## config.mk

```make
export PLATFORM = sky130hd
export DESIGN_NAME = babbage_seq_flat
export DESIGN_NICKNAME = d
export VERILOG_FILES = /design/src/rtl/babbage_seq_if.sv /design/src/rtl/babbage_seq.sv /design/src/flat_wrapper.sv
export SDC_FILE = /design/constraint.sdc
export NUM_CORES = 1
export LEC_CHECK = 0
export CORE_ASPECT_RATIO = 1.4
export CORE_MARGIN = 8
export CORE_UTILIZATION = 45
export DETAILED_ROUTE_END_ITERATION = 16
export PLACE_DENSITY = 0.61
export SLEW_MARGIN = 20
export SYNTH_ARGS = -nofsm -noshare
export SYNTH_HDL_FRONTEND = slang
export SYNTH_SLANG_ARGS = --single-unit
```

## constraint.sdc

```tcl
create_clock -name clk -period 6.1 [get_ports clk]
set_clock_uncertainty 0.1 [all_clocks]
set_input_delay 0.61 -clock clk [delete_from_list [all_inputs] [get_ports clk]]
set_output_delay 0.61 -clock clk [all_outputs]
set_load 0.02 [all_outputs]
```

## src/rtl/babbage_seq_if.sv

```systemverilog
// Handshake bundle between the button/host side and the babbage_seq sequencer.
// The master drives the two button levels; the slave returns the value and status.
interface babbage_seq_if;
    logic       start;
    logic       nextn;
    logic [9:0] outdata;
    logic [7:0] n_idx;
    logic       busy;
    logic       valid;
    logic       ovf;

    modport master (
        output start, nextn,
        input  outdata, n_idx, busy, valid, ovf
    );

    modport slave (
        input  start, nextn,
        output outdata, n_idx, busy, valid, ovf
    );
endinterface

```

## src/rtl/babbage_seq.sv

```systemverilog
// Difference-engine sequencer: evaluates f(n)=A*n^2+B*n+C by finite differences,
// advancing n once per synchronised nextn edge and flagging results above 999.
module babbage_seq #(
    parameter int unsigned COEF_A = 1,
    parameter int unsigned COEF_B = 1,
    parameter int unsigned COEF_C = 41
) (
    input  logic          clk,
    input  logic          rst,
    babbage_seq_if.slave  bus
);
    typedef enum logic [2:0] {
        IDLE,
        LOAD,
        READY,
        STEP_F,
        STEP_D,
        OVF
    } state_t;

    localparam logic [9:0]  F_INIT  = 10'(COEF_C);
    localparam logic [11:0] D1_INIT = 12'(COEF_A + COEF_B);
    localparam logic [11:0] D2_INIT = 12'(2 * COEF_A);
    localparam logic [12:0] F_MAX   = 13'd999;

    state_t      state;
    logic [9:0]  f;
    logic [11:0] d1;
    logic [11:0] d2;
    logic [7:0]  n;

    // Two synchroniser stages plus one history flop per button.
    logic start_s1, start_s2, start_h;
    logic nextn_s1, nextn_s2, nextn_h;
    logic start_p, nextn_p;
    logic [12:0] sum;

    assign start_p = start_s2 & ~start_h;
    assign nextn_p = nextn_s2 & ~nextn_h;
    assign sum     = {3'b000, f} + {1'b0, d1};

    // NOTE: every register here uses <= so all flops sample the same pre-edge
    // values; blocking assignments would make the result depend on statement order.
    always_ff @(posedge clk or negedge rst) begin
        if (!rst) begin
            start_s1    <= 1'b0;
            start_s2    <= 1'b0;
            start_h     <= 1'b0;
            nextn_s1    <= 1'b0;
            nextn_s2    <= 1'b0;
            nextn_h     <= 1'b0;
            state       <= IDLE;
            f           <= '0;
            d1          <= '0;
            d2          <= '0;
            n           <= '0;
            bus.outdata <= '0;
            bus.n_idx   <= '0;
            bus.busy    <= 1'b0;
            bus.valid   <= 1'b0;
            bus.ovf     <= 1'b0;
        end else begin
            start_s1 <= bus.start;
            start_s2 <= start_s1;
            start_h  <= start_s2;
            nextn_s1 <= bus.nextn;
            nextn_s2 <= nextn_s1;
            nextn_h  <= nextn_s2;

            // Pulses seen in LOAD/STEP_F/STEP_D fall through unhandled: dropped, not queued.
            case (state)
                IDLE: begin
                    if (start_p) state <= LOAD;
                end
                LOAD: begin
                    f     <= F_INIT;
                    d1    <= D1_INIT;
                    d2    <= D2_INIT;
                    n     <= '0;
                    state <= READY;
                end
                READY: begin
                    if (start_p)      state <= LOAD;
                    else if (nextn_p) state <= STEP_F;
                end
                STEP_F: begin
                    if (sum > F_MAX) begin
                        state <= OVF;
                    end else begin
                        f     <= sum[9:0];
                        state <= STEP_D;
                    end
                end
                STEP_D: begin
                    d1    <= d1 + d2;
                    n     <= n + 8'd1;
                    state <= READY;
                end
                OVF: begin
                    if (start_p) state <= LOAD;
                end
                default: state <= IDLE;
            endcase

            // Outputs are decoded from the pre-edge state, one cycle behind it.
            bus.outdata <= f;
            bus.n_idx   <= n;
            bus.busy    <= (state == LOAD) || (state == STEP_F) || (state == STEP_D);
            bus.valid   <= (state == READY) || (state == OVF);
            bus.ovf     <= (state == OVF);
        end
    end
endmodule

```

## src/flat_wrapper.sv

```systemverilog
// flat-port wrapper written by rule: the top's interface ports become plain ports
module babbage_seq_flat 
#(
    parameter int unsigned COEF_A = 1,
    parameter int unsigned COEF_B = 1,
    parameter int unsigned COEF_C = 41
)
  (clk, rst, bus_start, bus_nextn, bus_outdata, bus_n_idx, bus_busy, bus_valid, bus_ovf);
  babbage_seq_if bus_i ();
  input  logic clk;
  input  logic rst;
  input wire logic [$bits(bus_i.start)-1:0] bus_start;
  input wire logic [$bits(bus_i.nextn)-1:0] bus_nextn;
  output wire logic [$bits(bus_i.outdata)-1:0] bus_outdata;
  output wire logic [$bits(bus_i.n_idx)-1:0] bus_n_idx;
  output wire logic [$bits(bus_i.busy)-1:0] bus_busy;
  output wire logic [$bits(bus_i.valid)-1:0] bus_valid;
  output wire logic [$bits(bus_i.ovf)-1:0] bus_ovf;
  assign bus_i.start = bus_start;
  assign bus_i.nextn = bus_nextn;
  assign bus_outdata = bus_i.outdata;
  assign bus_n_idx = bus_i.n_idx;
  assign bus_busy = bus_i.busy;
  assign bus_valid = bus_i.valid;
  assign bus_ovf = bus_i.ovf;
  babbage_seq #(.COEF_A(COEF_A), .COEF_B(COEF_B), .COEF_C(COEF_C)) u_core (.clk(clk), .rst(rst), .bus(bus_i));
endmodule
```

==> flow_summary.json <==
{
  "status": "completed",
  "routed.top_layer": "met4",
  "rows": 33,
  "routed_wl_um": 5650,
  "cp_max_fo": 8,
  "io_buffer_count": 24,
  "tns_ps": 0,
  "place_area_um2": 3010,
  "cts_tree": "done",
  "drc": 0,
  "seq_area_frac_synth_pct": 55.8,
  "ys_types": 50,
  "path_class": "reg -> reg",
  "netlist_instances": 230,
  "final_layout_size_suffix_gt1_share_pct": 11.5,
  "grt_overflow_total": 0,
  "final_nets": 281,
  "cp.required_ps": 6220,
  "cap_viol_max_count": 0,
  "dieHeight_um": 108,
  "cts-resized-gates": 0,
  "start_kind": "flop",
  "start_util_pct": 46.2,
  "setup_viol": 0,
  "cp.arrival_ps": 2950,
  "clk_pin_slew_ps": 70,
  "dpl.hpwl_um": 4000,
  "numCtsBuffers": 9,
  "cts_max_path_buffers": 2,
  "grt_max_degree": 61,
  "clock_latency_ps": 340,
  "dieArea_um2": 8750,
  "antenna_cells": 0,
  "grt_pass1_vias": 1971,
  "routedWlPerCell_um": 16.7,
  "rsz0062_at_grt": "false",
  "yosysWarnings": 0,
  "grt_pass1_wl_um": 9650,
  "vias": 1929,
  "slew_headroom_pct": 49.4,
  "ir_drop_mv": 0.204,
  "syn-cell-area_um2": 2690,
  "postCtsSetupRepairBufs": 0,
  "drtPass1Iterations": 4,
  "cts_num_sinks": 60,
  "cp-end-kind": "flop",
  "postCtsHoldBufs": 0,
  "final_max_slew_viol_count": 0,
  "met1_length_um": 2320,
  "wl_met3_um": 265,
  "gp_congestion": 0.881,
  "pin_count": 25,
  "synth_nets": 247,
  "period_share_pct": 46.3,
  "avgViaCountPerCell": 5.69,
  "layout-area-overhead-vs-synth_pct": 21.3,
  "hold_violations": 0,
  "core-area_um2": 5820,
  "synth.avg_cell_area_um2": 11.7,
  "p_leak_uw": 0.00146,
  "power_density_nw_per_um2": 398,
  "fmax_mhz": 354,
  "htreeDepth": 3,
  "fp.dieW_um": 81.4,
  "grt_use_total_pct": 14.6,
  "fin_area_um2": 3260,
  "cts_root_buffer": "clkbuf_8",
  "wl_met2_um": 2870,
  "fin_crit_ps": 2820,
  "hold_class": "reg -> reg",
  "antenna_left": 0,
  "ys_ff_latch": 60,
  "first_iter_violations": 93,
  "antenna_found_initial": 0,
  "tightest_slew_ps": 757,
  "total_power_uw": 1300
}
[final timing paths]
| kind | start | to | slack [ps] | cells past startpoint |
|---|---|---|---|---|
| min in group asynchronous | rst | u_core.bus.n_idx[7] | 300 | 2 |
| worst max-delay path | u_core.d1[5] | u_core.f[6] | 3280 | 8 |
| worst max register to register | u_core.d1[5] | u_core.f[6] | 3280 | 8 |
| max in group asynchronous | rst | u_core.state[2] | 5080 | 2 |
| worst min register to register | u_core.start_s1 | u_core.start_s2 | 250 | 0 |
| worst min-delay path | u_core.start_s1 | u_core.start_s2 | 250 | 0 |
[worst max-delay path, stage by stage (launching register included)]
cell	delay [ps]
dfrtp_1	430
ha_1	410
a2111oi_2	380
o21ai_1	190
a311oi_2	370
o21bai_1	160
a21oi_4	280
o21ai_4	120
a22o_1	260
[cell usage in the layout, fill, tap and decap left out, types with 3 or more instances in the layout]
cell             netlist  routed
a21oi_1                8       8
a22o_1                 6       6
and3_1                 3       3
bufinv_16              0       3
clkbuf_8               0      11
clkdlybuf4s50_1        0      23
dfrtp_1               60      60
ha_1                  13      13
inv_1                  6       6
mux2i_1                4       4
nand2_1               18      18
nand2b_1               5       5
nand3_1               13      13
nand4_1                7       7
nor2_1                14      14
nor3_1                 3       3
o211ai_1               5       5
o21ai_0               15      15
o31ai_1                5       5
xor2_1                 5       5
[where the power goes]
part,switching [uW],internal (uW),leakage [uW]
logic,205,131,0.000559
registers,61.1,456,0.000773
clock network,151,293,0.000127
total,418,880,0.00146
[cells by family (layout without fill, tap and decap cells)]
kind of cell | after synthesis | after routing | share of synthesized area, %
AOI/OAI and AO/OA | 67 | 67 | 19.9
and+or+nand+nor | 72 | 72 | 13.7
muxes | 4 | 4 | 1.49
buffers and inverters | 8 | 47 | 1.12
DFF | 60 | 60 | 55.8
adders and majority gates | 13 | 13 | 6.04
xor gates and xnor gates | 6 | 6 | 1.95
[flip-flops by register name, summed over array words and instances (netlist names)]
name                count
u_core.state            3
u_core.nextn_s1         1
u_core.start_s1         1
u_core.d1              11
u_core.f               10
u_core.start_h          1
u_core.bus.valid        1
u_core.nextn_h          1
u_core.start_s2         1
u_core.bus.busy         1
u_core.n                8
u_core.bus.n_idx        8
u_core.bus.outdata     10
u_core.bus.ovf          1
u_core.nextn_s2         1
u_core.d2               1
[area by class of cell]
type | count | area [um2]
Sequential cell | 60 | 1500
Clock buffer | 12 | 155
Inverter | 6 | 22.5
Clock inverter | 4 | 95.1
Tap cell | 70 | 87.6
Fill cell | 503 | 2560
Multi-Input combinational cell | 162 | 1160
Timing Repair Buffer | 25 | 243
[routing by layer]
layer  track usage [%]  up-vias
met1              16.3      945
met4              8.72        0
met5                 0        -
met3              4.52       16
li1                  -      928
met2              23.6       40
[stage by stage]
step / setup WS [ps] / hold WS [ps] / std cells / utilization [%]
final: 3280 / 255 / 339 / 56.1
after global routing: 3060 / 266 / 339 / 56.1
after global placement: 3360 / 240 / 323 / 51.8
after detailed placement: 3340 / 242 / 323 / 51.8
after CTS: 3290 / 256 / 339 / 56.1
after floorplan: 3570 / 214 / 230 / -
[cells in the mapped netlist, drive strengths merged]
master   count  area (um2)
a311oi       1        15.0
and3b        1        8.76
nand2       18        67.6
a31oi        2        18.8
o21ai       18         101
xor2         5        43.8
a22oi        1        7.51
nand4b       1        8.76
a32o         2        20.0
a211oi       2        15.0
or3          1        6.26
a22o         6        52.6
nor2        14        52.6
o31ai        5        37.5
o211ai       6        50.1
a21boi       1        7.51
a2111oi      2        42.5
a21o         3        23.8
nand2b       5        31.3
or2b         1        8.76
nand4        7        43.8
and2         1        6.26
o22a         1        8.76
mux2i        4        40.0
xnor2        1        8.76
o2bb2ai      1        8.76
o21bai       1        7.51
and3         5        37.5
nand3       13        65.1
a2111o       1        11.3
clkbuf       2        7.51
nor3         4        25.0
a21oi       11        81.3
nor2b        1        6.26
a31o         2        17.5
inv          6        22.5
ha          13         163
a311o        1        10.0
dfrtp       60        1500
No activity file was read; power rests on OpenSTA's default activity.
